File: src/rtl/filter_stream_ctrl.sv
// Raster-scan initiator for a pixel filter with a credit-checked output FIFO.
// Ports: CLK/RST, START/BUSY/DONE/OVERFLOW control, SRC_* source buffer,
//   POSX/POSY/READY/IN_* and FILT_RDEN/FILT_WREN/FILT_* filter side,
//   DST_VALID/DST_RGB/DST_READY frame-writer side.
module filter_stream_ctrl #(
    parameter int WIDTH     = 1600,
    parameter int HEIGHT    = 900,
    parameter int OUT_DEPTH = 16
) (
    input  logic        CLK,
    input  logic        RST,
    input  logic        START,
    output logic        BUSY,
    output logic        DONE,
    output logic        OVERFLOW,
    input  logic        SRC_VALID,
    input  logic [23:0] SRC_RGB,
    output logic        SRC_POP,
    output logic [11:0] POSX,
    output logic [11:0] POSY,
    output logic        READY,
    input  logic        FILT_RDEN,
    output logic [7:0]  IN_R,
    output logic [7:0]  IN_G,
    output logic [7:0]  IN_B,
    input  logic        FILT_WREN,
    input  logic [7:0]  FILT_R,
    input  logic [7:0]  FILT_G,
    input  logic [7:0]  FILT_B,
    output logic        DST_VALID,
    output logic [23:0] DST_RGB,
    input  logic        DST_READY
);

    localparam int AW = $clog2(OUT_DEPTH);
    localparam int CW = AW + 1;

    typedef enum logic [1:0] {
        S_IDLE,
        S_RUN,
        S_DRAIN
    } state_e;

    state_e          state_q, state_d;
    logic [11:0]     posx_q, posx_d;
    logic [11:0]     posy_q, posy_d;
    logic [CW-1:0]   infl_q, infl_d;
    logic [CW-1:0]   cnt_q, cnt_d;
    logic [AW-1:0]   wptr_q, rptr_q;
    logic [23:0]     mem_q [OUT_DEPTH];
    logic            done_q, done_d;
    logic            ovf_q, ovf_d;

    logic            ready, push, pop, full, last_px;
    logic [CW:0]     credit;

    // RDEN is a mirror of READY from the filter; nothing to act on here.
    logic            unused_rden;
    assign unused_rden = FILT_RDEN;

    // Credits cover both pixels in the filter and pixels already queued,
    // so a returning WREN always finds a free slot.
    assign credit  = {1'b0, infl_q} + {1'b0, cnt_q};
    assign ready   = (state_q == S_RUN) && SRC_VALID
                   && (credit < (CW+1)'(OUT_DEPTH));
    assign full    = (cnt_q == CW'(OUT_DEPTH));
    assign pop     = (cnt_q != '0) && DST_READY;
    // A full FIFO still accepts a push when the head leaves in the same cycle.
    assign push    = FILT_WREN && (!full || pop);
    assign last_px = (posx_q == 12'(WIDTH - 1))
                   && (posy_q == 12'(HEIGHT - 1));

    always_comb begin
        state_d = state_q;
        posx_d  = posx_q;
        posy_d  = posy_q;
        done_d  = 1'b0;
        unique case (state_q)
            S_IDLE: begin
                if (START) begin
                    state_d = S_RUN;
                    posx_d  = '0;
                    posy_d  = '0;
                end
            end
            S_RUN: begin
                if (ready) begin
                    if (last_px) begin
                        state_d = S_DRAIN;
                    end else if (posx_q == 12'(WIDTH - 1)) begin
                        posx_d = '0;
                        posy_d = posy_q + 12'd1;
                    end else begin
                        posx_d = posx_q + 12'd1;
                    end
                end
            end
            S_DRAIN: begin
                if (infl_q == '0 && cnt_q == '0) begin
                    state_d = S_IDLE;
                    done_d  = 1'b1;
                end
            end
            default: state_d = S_IDLE;
        endcase
    end

    always_comb begin
        infl_d = infl_q;
        if (ready && !FILT_WREN) begin
            infl_d = infl_q + CW'(1);
        end else if (!ready && FILT_WREN && infl_q != '0) begin
            // Late strobes after a reset must not wrap the counter.
            infl_d = infl_q - CW'(1);
        end
    end

    always_comb begin
        cnt_d = cnt_q;
        unique case ({push, pop})
            2'b10:   cnt_d = cnt_q + CW'(1);
            2'b01:   cnt_d = cnt_q - CW'(1);
            default: cnt_d = cnt_q;
        endcase
        ovf_d = ovf_q | (FILT_WREN && full && !pop);
    end

    always_ff @(posedge CLK or posedge RST) begin
        if (RST) begin
            state_q <= S_IDLE;
            posx_q  <= '0;
            posy_q  <= '0;
            infl_q  <= '0;
            cnt_q   <= '0;
            wptr_q  <= '0;
            rptr_q  <= '0;
            done_q  <= 1'b0;
            ovf_q   <= 1'b0;
        end else begin
            state_q <= state_d;
            posx_q  <= posx_d;
            posy_q  <= posy_d;
            infl_q  <= infl_d;
            cnt_q   <= cnt_d;
            done_q  <= done_d;
            ovf_q   <= ovf_d;
            if (push) wptr_q <= wptr_q + AW'(1);
            if (pop)  rptr_q <= rptr_q + AW'(1);
        end
    end

    always_ff @(posedge CLK) begin
        if (push) mem_q[wptr_q] <= {FILT_R, FILT_G, FILT_B};
    end

    assign READY     = ready;
    assign SRC_POP   = ready;
    assign POSX      = posx_q;
    assign POSY      = posy_q;
    assign IN_R      = SRC_RGB[23:16];
    assign IN_G      = SRC_RGB[15:8];
    assign IN_B      = SRC_RGB[7:0];
    assign BUSY      = (state_q != S_IDLE);
    assign DONE      = done_q;
    assign OVERFLOW  = ovf_q;
    assign DST_VALID = (cnt_q != '0);
    assign DST_RGB   = mem_q[rptr_q];

endmodule

File: config.mk
export PLATFORM = sky130hd
export DESIGN_NAME = filter_stream_ctrl
export DESIGN_NICKNAME = d
export VERILOG_FILES = /design/src/rtl/filter_stream_ctrl.sv
export SDC_FILE = /design/constraint.sdc
export NUM_CORES = 1
export LEC_CHECK = 0
export CAP_MARGIN = 20
export CORE_MARGIN = 2
export CORE_UTILIZATION = 55
export DETAILED_ROUTE_END_ITERATION = 10
export PLACE_DENSITY = 0.87
export SLEW_MARGIN = 0
export SYNTH_ARGS = -nofsm -noshare
export SYNTH_HDL_FRONTEND = slang
export SYNTH_SLANG_ARGS = --single-unit
File: constraint.sdc
create_clock -name CLK -period 6.1 [get_ports CLK]
set_input_delay 1.22 -clock CLK [delete_from_list [all_inputs] [get_ports CLK]]
set_output_delay 1.22 -clock CLK [all_outputs]
set_load 0.01 [all_outputs]
==> impl_metrics.env, run 1 <==
export IMPL_globalRouteOverflowTotal=0
export IMPL_dp_hpwl_um=20600
export IMPL_p_total_mw=9.23
export IMPL_clk_insertion_delay_late_ns=0.53
export IMPL_grt_pass1_wl_um=57000
export IMPL_firstDrtPassIters=5
export IMPL_async_flop_share_pct=10.7
export IMPL_globalplace_congestion=0.857
export IMPL_drc=0
export IMPL_grt_usage_pct=23.1
export IMPL_yosysTopAreaCell="edfxtp_1"
export IMPL_setup_tns_ns=0
export IMPL_post_route_period_util_pct=74.5
export IMPL_ff2ff_path_depth=10
export IMPL_start_kind="input port"
export IMPL_grt_pass1_vias=9289
export IMPL_switching_power_mw=2.66
export IMPL_cts_resized=0
export IMPL_synth_fp_nets=960
export IMPL_drt_total_wl_um=37600
export IMPL_p_clk_share_pct=27.2
export IMPL_cp_slowest_cell="or4b_2"
export IMPL_h_tree_depth=2
export IMPL_numPortBuffers=83
export IMPL_seq_area_frac_synth_pct=72.1
export IMPL_grt_antenna_before_repair=0
export IMPL_tightest_slew_ns=1.00
export IMPL_required_ns=4.88
export IMPL_critical_path_max_stage_delay_ns=0.61
export IMPL_critPathMostFrequentCell="clkdlybuf4s50_1"
export IMPL_cts_setup_buffers=0
export IMPL_areaGrowthSynthToFinish_pct=14.6
export IMPL_pwr_share_comb_pct=30.7
export IMPL_cts_tree="yes"
export IMPL_outcome="completed"
export IMPL_wl_per_cell_um=26.8
export IMPL_placedCellCount=1322
export IMPL_instances_no_fill=1402
export IMPL_drt_iter0_drc=870
export IMPL_hold_viol_final=0
export IMPL_swShare_pct=28.8
export IMPL_die_area_um2=33400
export IMPL_clkSinkCount=430
export IMPL_maxSlewHeadroom_pct=33.1
export IMPL_synth_cell_type_count=62
export IMPL_fin_crit_ns=4.55
export IMPL_synth_area_per_cell_um2=19.9
export IMPL_vias=8892
export IMPL_pwr_share_seq_pct=42.1
export IMPL_drtAntennaViolNets=0
export IMPL_min_from="OVERFLOW"
export IMPL_synth_edf_count=384
export IMPL_placementRows=65
export IMPL_endpoint="SRC_POP"
export IMPL_setup_violations=0
export IMPL_cp_data_arrival_time_ns=3.33
export IMPL_postCtsHoldBufs=0
export IMPL_startpoint="SRC_VALID"
export IMPL_syn_inst=885
export IMPL_initial_core_util_pct=55.8
export IMPL_clockBufferDepth=3
export IMPL_synth_flop_cell="edfxtp_1"
export IMPL_cts_buffers=42
export IMPL_internal_power_mw=6.57
export IMPL_yosys_top_cells_area="edfxtp_1, mux4_2, dfrtp_1"
export IMPL_path_class="input port to output pin"
export IMPL_path_clk_slew_ns=0.06
export IMPL_io_pins=133
export IMPL_r2r_slack_ns=2.95
export IMPL_core_um2=31600
export IMPL_utilization_pct=63.9
export IMPL_power_leakage_nw=6.61
export IMPL_layout_common_cells="edfxtp_1, mux4_2, clkdlybuf4s50_1"
export IMPL_setup_ws_ns=1.55
export IMPL_clock_skew_ns=0.0198
export IMPL_final_common_cell="edfxtp_1"
export IMPL_worstSetupEndpointType="output pin"
export IMPL_yosysWarnings=0
export IMPL_dp_slack_ns=1.61
export IMPL_die_h_um=183
export IMPL_path_cells="clkdlybuf4s50_1 -> or4b_2 -> nor2_1 -> nand2_1 -> inv_1 -> clkdlybuf4s50_1"
export IMPL_synth_top_cell_area_share_pct=65.5
export IMPL_reg2reg_from="cnt_q[4]"
export IMPL_fin_nets=1042
export IMPL_cap_violations=0
export IMPL_final_max_slew_violation_count=0
export IMPL_die_x_um=183
export IMPL_grt_max_degree=81
export IMPL_powerDensity_nw_per_um2=457
export IMPL_n_fill_cell=2042
export IMPL_diodes=0
export IMPL_fmax_mhz=220
export IMPL_rr_endpoint="infl_q[4]"
export IMPL_root_buffer="clkbuf_16"
export IMPL_synth_area_um2=17600
export IMPL_critPathMaxFanout=3
export IMPL_rsz0062_at_grt="no"
export IMPL_hp_class="flip-flop to flip-flop"
export IMPL_vias_per_cell=6.34
export IMPL_ir_drop_mv=0.350
export IMPL_ys_ff_latch=430
export IMPL_layout_drive_gt1_share_pct=22.8
==> how the worst min path moves through the flow <==
stage,depth (start not counted),endpoint
floorplan,1,infl_q[4]
global placement,1,infl_q[4]
detailed placement,1,OVERFLOW
CTS,1,OVERFLOW
global route,1,OVERFLOW
finish,1,OVERFLOW
==> metrics by stage <==
step / area, um2 / hold slack [ns]
final: 20200 / 0.509
after global routing: 20200 / 0.537
after detailed placement: 18800 / 0.496
after global placement: 18800 / 0.492
after CTS: 20100 / 0.517
after floorplan: 17600 / 0.466
==> cell type report <==
class                           count  area [um2]  share of cell area [%]
Sequential cell                   430       12700                    62.9
Timing Repair Buffer              107        1060                    5.26
Tap cell                          402         503                    2.49
Inverter                           22        82.6                   0.409
Clock inverter                     25         223                    1.10
Multi-Input combinational cell    364        4490                    22.3
Clock buffer                       52        1120                    5.55
==> synth_stat cells (all sizes together), types with 3 or more instances <==
cell    count
or4         7
nor3        7
nor2b       5
o22ai       4
mux4      120
nor2       15
xnor2       9
nor3b       6
or2         4
xor2        5
and3       12
a21oi      18
nand2      25
or4b        3
o31ai       6
inv        22
ha         18
and2       12
a21o        4
nand3      10
edfxtp    384
o21ai       9
o41ai       9
buf        37
nand4      12
nor4b       4
mux2        5
nor4        4
mux2i       5
dfrtp      46
a211oi      3
clkbuf     32
==> registers in the layout (all words and copies together), names as in the netlist <==
signal	count
POSX	12
mem_q	384
POSY	12
cnt_q	5
state_q	2
wptr_q	4
OVERFLOW	1
infl_q	5
DONE	1
rptr_q	4
==> cell families after synthesis <==
family | after synthesis | share of synthesized area (%)
DFF | 430 | 72.1
and+or+nand+nor | 135 | 4.65
muxes | 130 | 16.0
buffers and inverters | 91 | 2.50
AOI/OAI and AO/OA | 65 | 2.61
adders and majority gates | 20 | 1.51
xor gates and xnor gates | 14 | 0.697
==> per-layer routing <==
| metal | share of wire [%] | track usage (%) | up-vias |
|---|---|---|---|
| li1 | - | - | 3789 |
| met1 | 38 | 30.3 | 4605 |
| met2 | 53 | 41.0 | 443 |
| met3 | 7.0 | 3.51 | 55 |
| met4 | 2.0 | 5.47 | 0 |
| met5 | 0 | 0 | - |
==> critical path, delay by kind of cell <==
family	cells	cell delay (ns)
buffers and inverters	3	1.13
AND/OR/NAND/NOR	3	0.98
==> power by group through the flow <==
stage | registers [mW] | clock network (mW) | logic (mW)
2_1_floorplan | 3.75 | 0 | 1.96
3_3_place_gp | 4.00 | 0 | 2.66
3_5_place_dp | 4.02 | 0 | 2.73
4_1_cts | 3.97 | 2.54 | 2.75
5_1_grt | 3.93 | 2.65 | 3.02
6_report | 3.89 | 2.51 | 2.83
Note: power is estimated with default switching activity, not from simulation.
==> run 2, diff against run 1 <==
CORE_UTILIZATION = 53   (was 55)
clock period = 3.9 ns   (was 6.1 ns; I/O delays follow)
==> impl_metrics.env, run 2 (synthesized netlist as in run 1, its figures left out) <==
export IMPL_cp_slowest_cell="dfrtp_4"
export IMPL_globalplace_congestion=0.879
export IMPL_reg2reg_from="cnt_q[0]"
export IMPL_regMostFlops="mem_q"
export IMPL_swShare_pct=29.5
export IMPL_layout_common_cells="edfxtp_1, mux4_2, clkdlybuf4s50_1"
export IMPL_ir_drop_mv=0.395
export IMPL_cap_violations=0
export IMPL_largest_reg_flops=384
export IMPL_setup_violations=0
export IMPL_hp_class="input port to async pin"
export IMPL_h_tree_depth=2
export IMPL_path_class="flip-flop to output pin"
export IMPL_final_common_cell="edfxtp_1"
export IMPL_io_pins=133
export IMPL_powerDensity_nw_per_um2=717
export IMPL_met1_length_um=15200
export IMPL_globalRouteOverflowTotal=0
export IMPL_path_clk_slew_ns=0.07
export IMPL_regArea_um2=12700
export IMPL_post_route_period_util_pct=96.2
export IMPL_worstSetupEndpointType="output pin"
export IMPL_areaGrowthSynthToFinish_pct=16.0
export IMPL_clock_skew_ns=0.0271
export IMPL_dpl_cell_area_um2=19000
export IMPL_setup_tns_ns=0
export IMPL_vias_per_cell=6.22
export IMPL_top_layer="met4"
export IMPL_wl_met3_um=2310
export IMPL_pwr_share_comb_pct=32.3
export IMPL_tightest_slew_ns=0.848
export IMPL_root_buffer="clkbuf_16"
export IMPL_setup_ws_ns=0.149
export IMPL_grt_pass1_wl_um=57300
export IMPL_n_fill_cell=2081
export IMPL_final_max_slew_violation_count=0
export IMPL_critPathMostFrequentCell="mux4_2"
export IMPL_drt_iter0_drc=842
export IMPL_internal_power_mw=10.3
export IMPL_fin_nets=1055
export IMPL_critical_path_max_stage_delay_ns=0.72
export IMPL_fin_crit_ns=3.75
export IMPL_core_um2=32600
export IMPL_cts_tree="yes"
export IMPL_wl_met2_um=20400
export IMPL_outcome="completed"
export IMPL_whs_ns=0.447
export IMPL_layout_drive_gt1_share_pct=24.4
export IMPL_firstDrtPassIters=5
export IMPL_clk_insertion_delay_late_ns=0.54
export IMPL_dp_slack_ns=0.248
export IMPL_die_h_um=186
export IMPL_grt_max_degree=47
export IMPL_die_x_um=186
export IMPL_drt_total_wl_um=38700
export IMPL_dp_hpwl_um=21100
export IMPL_grt_usage_pct=22.8
export IMPL_switching_power_mw=4.31
export IMPL_ff2ff_path_depth=12
export IMPL_r2r_slack_ns=0.76
export IMPL_vias=9049
export IMPL_die_area_um2=34700
export IMPL_multi_input_area_um2=4490
export IMPL_clockBufferDepth=3
export IMPL_numPortBuffers=83
export IMPL_wl_per_cell_um=26.6
export IMPL_power_leakage_nw=6.72
export IMPL_rr_endpoint="cnt_q[4]"
export IMPL_p_clk_share_pct=26.7
export IMPL_rsz0062_at_grt="no"
export IMPL_cp_data_arrival_time_ns=2.97
export IMPL_grt_antenna_before_repair=1
export IMPL_required_ns=3.12
export IMPL_maxSlewHeadroom_pct=43.1
export IMPL_drtAntennaViolNets=0
export IMPL_start_kind="flip-flop"
export IMPL_hold_viol_final=0
export IMPL_fmax_mhz=267
export IMPL_drc=0
export IMPL_initial_core_util_pct=53.9
export IMPL_critPathMaxFanout=34
export IMPL_placementRows=66
export IMPL_cts_buffers=41
export IMPL_final_cell_area_um2=20400
export IMPL_pwr_share_seq_pct=41.0
export IMPL_grt_pass1_vias=9231
export IMPL_path_cells="buf_12 -> mux4_2 -> mux4_2 -> clkdlybuf4s50_1"
export IMPL_clkSinkCount=430
-- run 2: cell count changes in the layout (fill, tap and decap cells not counted) --
| cell | change |
|---|---|
| clkinv_1 | -9 |
| buf_12 | +8 |
| buf_4 | +6 |
| clkinv_2 | +5 |
| clkinv_4 | +3 |
| clkinvlp_4 | -3 |
| bufinv_16 | -1 |
| clkbuf_1 | +1 |
| clkbuf_16 | -1 |
| clkbuf_8 | -1 |
| clkinv_8 | +1 |
| diode_2 | +1 |
| inv_16 | +1 |
| inv_6 | +1 |
-- run 2: layout make-up --
type,instances,share of cell area (%)
Inverter,22,0.405
Multi-Input combinational cell,364,22.0
Clock buffer,51,5.32
Antenna cell,1,0.0123
Timing Repair Buffer,121,6.20
Sequential cell,430,62.2
Tap cell,442,2.71
Clock inverter,23,1.14
-- run 2: how the worst max path moves through the flow --
stage | start | endpoint | slack [ns] | depth (start not counted)
floorplan | DST_READY | mem_q[4][0] | 0.27 | 5
global placement | SRC_VALID | SRC_POP | 0.27 | 6
detailed placement | SRC_VALID | READY | 0.25 | 6
CTS | rptr_q[1] | DST_RGB[11] | 0.12 | 4
global route | cnt_q[4] | READY | 0.07 | 6
finish | rptr_q[1] | DST_RGB[6] | 0.15 | 4
-- run 2: timing repair --
action,4_1_cts,5_1_grt
hold endpoints to repair,0,0
setup buffers,3,0
hold buffers,0,0
endpoints found under the setup margin,6,0
resized for setup,0,0
-- run 2: routing by layer --
| layer | up-vias | GRT usage [%] |
|---|---|---|
| li1 | 3814 | - |
| met1 | 4756 | 29.6 |
| met2 | 412 | 40.1 |
| met3 | 67 | 3.97 |
| met4 | 0 | 6.46 |
| met5 | - | 0 |
-- run 2: stage by stage --
stage,std cells,power [mW],util (%)
detailed placement,1375,10.7,58.3
global route,1453,15.2,62.6
global placement,1375,10.5,58.3
finish,1454,14.6,62.6
floorplan,885,8.94,-
CTS,1452,14.7,62.5
-- run 2: power by group through the flow --
stage	Clock [mW]	Combinational (mW)	Sequential, mW
after floorplan	0	3.07	5.86
after global placement	0	4.46	6.08
after detailed placement	0	4.57	6.13
after CTS	3.96	4.77	6.00
after global routing	4.11	5.02	6.05
final	3.91	4.72	6.00
-- run 2: critical path, delay by kind of cell, from the launching register on --
| family | cells | cell delay, ns |
|---|---|---|
| muxes | 2 | 0.91 |
| buffers and inverters | 2 | 0.78 |
| DFF | 1 | 0.72 |
